`config.mk`:
```
export PLATFORM = sky130hd
export DESIGN_NAME = bin2bcd_conv
export DESIGN_NICKNAME = d
export VERILOG_FILES = /design/src/rtl/bcd_pkg.sv /design/src/rtl/bcd_digit_adj.sv /design/src/rtl/bin2bcd_conv.sv
export SDC_FILE = /design/constraint.sdc
export NUM_CORES = 1
export LEC_CHECK = 0
export ABC_CLOCK_PERIOD_IN_PS = 2700
export CORE_MARGIN = 2
export CORE_UTILIZATION = 45
export DETAILED_ROUTE_END_ITERATION = 10
export HOLD_SLACK_MARGIN = 0.02
export PLACE_DENSITY_LB_ADDON = 0.3
export SKIP_CTS_REPAIR_TIMING = 1
export SYNTH_ARGS = -nofsm -noshare
export SYNTH_HDL_FRONTEND = slang
export SYNTH_SLANG_ARGS = --single-unit
```
`constraint.sdc`:
```
create_clock -name clk50 -period 2.7 [get_ports clk50]
set_input_delay 0.54 -clock clk50 [delete_from_list [all_inputs] [get_ports clk50]]
set_output_delay 0.54 -clock clk50 [all_outputs]
set_load 0.05 [all_outputs]
```
`src/rtl/bcd_pkg.sv`:
```
// Shared types and constants for the binary-to-BCD converter.
package bcd_pkg;
  typedef enum logic {IDLE = 1'b0, SHIFT = 1'b1} state_t;

  localparam int unsigned BCD4_MAX   = 9999;
  localparam int unsigned BCD_DIGITS = 4;
endpackage

```
`src/rtl/bcd_digit_adj.sv`:
```
// Single-digit correction used by shift-and-add-3: nibbles of 5 or more get +3
// so that the following left shift carries correctly into the next decade.
module bcd_digit_adj (
  input  logic [3:0] din,
  output logic [3:0] dout
);
  assign dout = (din >= 4'd5) ? din + 4'd3 : din;
endmodule

```
`src/rtl/bin2bcd_conv.sv`:
```
// Iterative binary-to-BCD converter. One bit per cycle, WIDTH shift cycles per
// conversion. bcd_out only changes on the commit edge so the display mux can sample freely.
module bin2bcd_conv
  import bcd_pkg::*;
#(
  parameter int WIDTH = 14
) (
  input  logic             clk50,
  input  logic             sys_init_ctrl_n,
  input  logic             start,
  input  logic [WIDTH-1:0] bin_in,
  output logic             busy,
  output logic             done,
  output logic             ovf,
  output logic [15:0]      bcd_out
);
  localparam int CW = $clog2(WIDTH + 1);

  state_t           state, state_nxt;
  logic [CW-1:0]    cnt;
  logic [WIDTH-1:0] binreg;
  logic [15:0]      scratch;
  logic [15:0]      scratch_adj;
  logic [15:0]      scratch_shl;
  logic             ovf_pend;
  logic             bin_big;
  logic [WIDTH-1:0] bin_sat;
  logic             load, commit;

  // Saturation compare in 32 bits; for WIDTH < 14 it can never be true.
  assign bin_big = 32'(bin_in) > BCD4_MAX;
  assign bin_sat = bin_big ? WIDTH'(BCD4_MAX) : bin_in;

  for (genvar d = 0; d < BCD_DIGITS; d++) begin : g_adj
    bcd_digit_adj u_adj (
      .din  (scratch[4*d +: 4]),
      .dout (scratch_adj[4*d +: 4])
    );
  end

  // Top bit of the corrected scratch falls off; it is always 0 for values <= 9999.
  assign scratch_shl = 16'({scratch_adj, binreg[WIDTH-1]});

  always_ff @(posedge clk50 or negedge sys_init_ctrl_n) begin
    if (!sys_init_ctrl_n) state <= IDLE;
    else                  state <= state_nxt;
  end

  always_comb begin
    state_nxt = state;
    load      = 1'b0;
    commit    = 1'b0;
    case (state)
      IDLE: begin
        if (start) begin
          state_nxt = SHIFT;
          load      = 1'b1;
        end
      end
      SHIFT: begin
        if (cnt == CW'(1)) begin
          state_nxt = IDLE;
          commit    = 1'b1;
        end
      end
      default: state_nxt = IDLE;
    endcase
  end

  assign busy = (state == SHIFT);

  always_ff @(posedge clk50 or negedge sys_init_ctrl_n) begin
    if (!sys_init_ctrl_n) begin
      cnt      <= '0;
      binreg   <= '0;
      scratch  <= '0;
      ovf_pend <= 1'b0;
      done     <= 1'b0;
      ovf      <= 1'b0;
      bcd_out  <= 16'h0000;
    end else begin
      done <= commit;
      if (load) begin
        binreg   <= bin_sat;
        ovf_pend <= bin_big;
        scratch  <= '0;
        cnt      <= CW'(WIDTH);
      end else if (state == SHIFT) begin
        binreg  <= {binreg[WIDTH-2:0], 1'b0};
        scratch <= scratch_shl;
        cnt     <= cnt - CW'(1);
      end
      if (commit) begin
        bcd_out <= scratch_shl;
        ovf     <= ovf_pend;
      end
    end
  end
endmodule

```
==> results of run 1 <==
-- sequential cells by signal, indices dropped and copies added, names as in the netlist --
register and flops:
bcd_out 16, done 1, binreg 14, busy 1
scratch 16, ovf_pend 1, ovf 1, cnt 4
-- through the flow --
stage / worst slack, ns / power, mW
after floorplan: 1.115 / 2.891
final: 0.6490 / 3.891
after global routing: 0.5608 / 4.188
after global placement: 0.6365 / 3.405
after CTS: 0.6405 / 3.927
after detailed placement: 0.6160 / 3.465
-- per-layer routing --
metal | track usage (%) | vias up | routed length, microns
met5 | 0 | - | 0
met4 | 6.207 | 0 | 74
met3 | 3.409 | 7 | 184
met2 | 27.71 | 42 | 2287
met1 | 22.12 | 905 | 2296
li1 | - | 958 | -
-- placed cells by master (no fill, tap or decap), drive strengths merged, types with 8 or more instances in the layout --
cell	n
nor2	13
ha	10
a21o	8
nor3	9
dfrtp	54
inv	14
clkdlybuf4s50	33
buf	9
a21oi	17
o22ai	9
o21ai	25
nand2	29
-- power by group --
part	switching [mW]	internal [mW]
registers	0.262	1.18
clock network	0.254	0.208
logic	1.16	0.829
-- area by class of cell --
type                    count  share of cell area (%)
clock buffers               7                   2.801
clock inverters             1                  0.1624
inverters                  15                   1.827
multi-input cells         173                   35.61
flip-flops and latches     54                   43.85
well taps                  72                   2.923
repair buffers             42                   12.83
-- path summary, 6_finish.rpt --
check | to | slack (ns)
worst max-delay path | bcd_out[3] | 0.65
worst min-delay path | bcd_out[11]$_DFFE_PN0P_ | 0.28
worst max register to register | bcd_out[1]$_DFFE_PN0P_ | 0.75
worst min register to register | ovf$_DFFE_PN0P_ | 0.48
max in group asynchronous | cnt[0]$_DFFE_PN0P_ | 1.78
min in group clk50 | ovf$_DFFE_PN0P_ | 0.48
-- synthesized netlist by cell type, drive strengths merged --
library cell / n / area, sq um
dfrtp: 54 / 1351
nand2: 29 / 108.9
o21ai: 25 / 125.1
a21oi: 17 / 85.08
inv: 14 / 52.55
nor2: 13 / 48.80
ha: 10 / 125.1
nor3: 9 / 45.04
o22ai: 9 / 56.30
a21o: 8 / 61.31
buf: 6 / 30.03
mux2: 6 / 67.56
nor3b: 6 / 45.04
or3: 6 / 42.54
xnor2: 6 / 52.55
a22o: 5 / 43.79
clkbuf: 5 / 18.77
mux2i: 4 / 40.04
nand2b: 4 / 25.02
a31oi: 3 / 18.77
nor2b: 3 / 18.77
o21ba: 3 / 30.03
nor4: 2 / 25.02
clkinv: 1 / 3.750
nand3: 1 / 5.000
nand3b: 1 / 7.510
nand4: 1 / 6.260
o31ai: 1 / 7.510
or2: 1 / 6.260
-- kinds of logic after synthesis --
logic type | count (synthesis)
AND/OR/NAND/NOR | 76
flip-flops | 54
XOR/XNOR | 6
adder cells (fa/ha/maj) | 10
AO/OA/AOI/OAI | 71
multiplexers | 10
buffers and inverters | 26
==> flow_summary.yaml, run 1 <==
setup_path:
  critPathTopFamily: "buffers and inverters"
  arrival_ns: 1.51
  r2r_cells: 4
  cpMaxStageDelayCell: "clkdlybuf4s50_1"
  critPathMaxStageDelay_ns: 0.81
  cp-startpoint: "bcd_out[3]$_DFFE_PN0P_"
  crit_buf_inv: 1
  critPathMaxFanout: 2
  path_depth: 1
  cp-start-kind: "flip-flop"
  critPathRequiredTime_ns: 2.16
  crit_chain: "clkdlybuf4s50_1"
  r2r_start: "busy$_DFF_PN0_"
  critical_path_class: "reg -> out"
  end_kind: "primary output"
floorplanning:
  dieWidth_microns: 79.33
  core-area_sq_mm: 0.005507
  start_util_pct: 46.38
  rows: 27
  die_area_sq_mm: 0.006293
  ios: 36
  chipHeight_microns: 79.33
timing:
  post-route-period-util_pct: 75.96
  setup_viol: 0
  rsz0062_at_grt: "false"
  final_max_slew_viol_count: 0
  tightest_slew_ns: 0.7152
  clock_skew_ns: 0.003582
  relSlewSlack_pct: 52.32
  min_period_ns: 2.051
  setup_tns_ns: 0
  hold_viol: 0
  holdWs_ns: 0.2755
  max_freq_ghz: 0.4876
min_path:
  hp-class: "in -> async"
yosys:
  syn_inst: 253
  ys_warn_count: 0
  synth_top_family_by_area: "compound AO/OA/AOI/OAI gates"
  synth-xor-area-share_pct: 2.058
  synth_compound_area_share_pct: 16.76
  ys_ff_latch: 54
  ys_seq_area_share_pct: 52.92
  syn_area_sq_mm: 0.002554
  synthAdderAreaFrac_pct: 4.900
  postSynthAreaPerCell_sq_um: 10.09
  ys_types: 31
  syn-num-nets: 280
  synth_mux_area_share_pct: 4.214
  synthSimpleGateAreaFrac_pct: 15.04
power:
  cellLeakagePower_nw: 1.390
  power_density_mw_per_mm2: 1263
  peakVddDrop_mv: 0.5152
clocking:
  insertion_delay_ns: 0.30
  clkTransAtPathRegs_ns: 0.09
  cts_buffers: 5
  cts_buffer_depth: 2
  htreeDepth: 2
  root_buffer: "clkbuf_8"
  cts_tree: "built"
  cts.sinks: 54
placed_design:
  gpl.final_weighted_congestion: 0.8260
  hpwl_mm: 3.510
  portBuffers: 35
  placed_area_sq_mm: 0.002990
  dp_cells: 356
routing:
  viasPerCell: 5.253
  drc: 0
  drt-pass1-iter-count: 4
  routed_wl_mm: 4.842
  post_drt_wl_per_cell_microns: 13.30
  drtIter0Drc: 86
  ant_nets: 0
  routed-via-count: 1912
grt:
  grt-ovfl-total: 0
  grt_max_degree: 32
  grt_pass1_vias: 1796
  grt_pass1_wl_mm: 8.197
  grt_usage_pct: 16.87
  antenna_found_initial: 0
final_layout:
  layout.cells.non_filler: 364
  diodes: 0
  final_area_sq_mm: 0.003082
  fillers: 491
  multi_input_area_sq_mm: 0.001097
  drive_above_1_share_pct: 8.904
  fin_nets: 318
  syn2layout_area_growth_pct: 20.68
  seq_area_sq_mm: 0.001351
  fin_util_pct: 55.96
job:
  cap_violations: 0
run_status:
  status: "completed"
No activity file was read; power rests on OpenSTA's default activity.
==> run 2, diff against run 1 <==
- ABC_CLOCK_PERIOD_IN_PS: 2700 -> 1800
- clock period: 2.7 -> 1.8 ns (I/O delays scaled with it)
==> run 2 against run 1 <==
  * Wire length grew 2.3%
  * Sequential power up 49%
  * Utilization increased by 1.7 points
  * Critical path type is now reg -> reg
  * Critical endpoint is now bcd_out[10]$_DFFE_PN0P_
  * Largest cell class unchanged
  * Largest power group unchanged
  * Highest routed layer unchanged
==> flow_summary.yaml, run 2 (same netlist as run 1, synthesis figures left out) <==
timing:
  setup_viol: 0
  hold_viol: 0
  clock_skew_ns: 0.01106
  max_freq_ghz: 0.6114
  tightest_slew_ns: 0.4627
  relSlewSlack_pct: 69.12
  final_max_slew_viol_count: 0
  post-route-period-util_pct: 90.86
  min_period_ns: 1.636
  rsz0062_at_grt: "false"
routing:
  viasPerCell: 5.208
  drtIter0Drc: 119
  drt-pass1-iter-count: 4
  drc: 0
  routed_wl_mm: 4.954
  post_drt_wl_per_cell_microns: 13.21
  routed-via-count: 1953
  ant_nets: 0
power:
  power_density_mw_per_mm2: 1887
  peakVddDrop_mv: 0.9000
  cellLeakagePower_nw: 1.494
grt:
  grt_usage_pct: 17.95
  antenna_found_initial: 0
  grt_max_degree: 55
  grt_pass1_wl_mm: 8.887
  grt_pass1_vias: 1890
  grt-ovfl-total: 0
clocking:
  cts_tree: "built"
  cts_buffer_depth: 2
  root_buffer: "clkbuf_8"
  htreeDepth: 2
  clkTransAtPathRegs_ns: 0.10
  cts.sinks: 54
  cts_buffers: 5
  insertion_delay_ns: 0.31
setup_path:
  cp-start-kind: "flip-flop"
  critPathMaxFanout: 3
  critical_path_class: "reg -> reg"
  critPathRequiredTime_ns: 2.03
  arrival_ns: 1.87
  end_kind: "flip-flop"
final_layout:
  final_common_cell: "dfrtp_1"
  multi_input_area_sq_mm: 0.001101
  drive_above_1_share_pct: 18.81
  final_area_sq_mm: 0.003177
  syn2layout_area_growth_pct: 24.40
  diodes: 0
  fillers: 514
  final_cell_mix: "54 x dfrtp_1, 36 x buf_4, 29 x nand2_1, 25 x o21ai_0, 16 x a21oi_1"
  reg.largest.list: "bcd_out: 16 flops, scratch: 16 flops, binreg: 14 flops"
  fin_nets: 330
  seq_area_sq_mm: 0.001351
  fin_util_pct: 57.69
placed_design:
  portBuffers: 35
  gpl.final_weighted_congestion: 0.8013
  placed_area_sq_mm: 0.003060
  hpwl_mm: 3.621
floorplanning:
  start_util_pct: 46.38
  dieWidth_microns: 79.33
  ios: 36
  die_area_sq_mm: 0.006293
  chipHeight_microns: 79.33
  core-area_sq_mm: 0.005507
  rows: 27
job:
  cap_violations: 0
min_path:
  hp-class: "in -> async"
run_status:
  status: "completed"
[run 2: metrics by stage]
| stage | std cells | power, mW | hold slack [ns] | setup TNS [ns] | setup WS [ns] |
|---|---|---|---|---|---|
| after CTS | 375 | 6.043 | 0.03532 | 0 | 0.1137 |
| final | 375 | 5.996 | 0.01647 | 0 | 0.1644 |
| after detailed placement | 368 | 5.206 | 0.3765 | -0.2114 | -0.07624 |
| after global placement | 368 | 5.106 | 0.3796 | -0.1823 | -0.06126 |
| after global routing | 375 | 6.487 | 0.05283 | 0 | 0.02448 |
| after floorplan | 253 | 4.337 | 0.06441 | 0 | 0.2147 |
[run 2: area by class of cell]
type / instances / area share (%)
Clock buffer: 6 / 2.599
Inverter: 15 / 1.772
Clock inverter: 1 / 0.9453
Tap cell: 72 / 2.836
Timing Repair Buffer: 54 / 14.65
Sequential cell: 54 / 42.54
Multi-Input combinational cell: 173 / 34.66
[run 2: worst paths after layout]
check	start	end	slack, ns	cells past startpoint
worst min register to register	bcd_out[15]$_DFFE_PN0P_	bcd_out[15]$_DFFE_PN0P_	0.49	2
worst max register to register	scratch[8]$_DFFE_PN0P_	bcd_out[10]$_DFFE_PN0P_	0.16	6
max in group asynchronous	sys_init_ctrl_n	binreg[4]$_DFFE_PN0P_	1.52	2
min in group clk50	bcd_out[15]$_DFFE_PN0P_	bcd_out[15]$_DFFE_PN0P_	0.49	2
worst min-delay path	sys_init_ctrl_n	bcd_out[10]$_DFFE_PN0P_	0.02	2
worst max-delay path	scratch[8]$_DFFE_PN0P_	bcd_out[10]$_DFFE_PN0P_	0.16	6
[run 2: power by group]
| group | leakage [nW] | internal [mW] | switching [mW] |
|---|---|---|---|
| Sequential | 0.675 | 1.77 | 0.370 |
| Clock | 0.0573 | 0.445 | 0.383 |
| Combinational | 0.761 | 1.24 | 1.79 |
| Total | 1.49 | 3.46 | 2.54 |
[run 2: layer usage]
metal  part of all wire, %  global-route usage (%)
met5                     0                       0
met4                   1.6                   6.724
met3                   4.0                   3.182
met2                    48                   29.32
met1                    46                   23.91
[run 2: worst max-delay path, stage by stage, from the launching register on]
cell and delay, ns:
dfrtp_1 0.41, inv_1 0.12, ha_1 0.21, nand2b_1 0.10, a21oi_2 0.19, mux2_2 0.37, o21ai_0 0.16
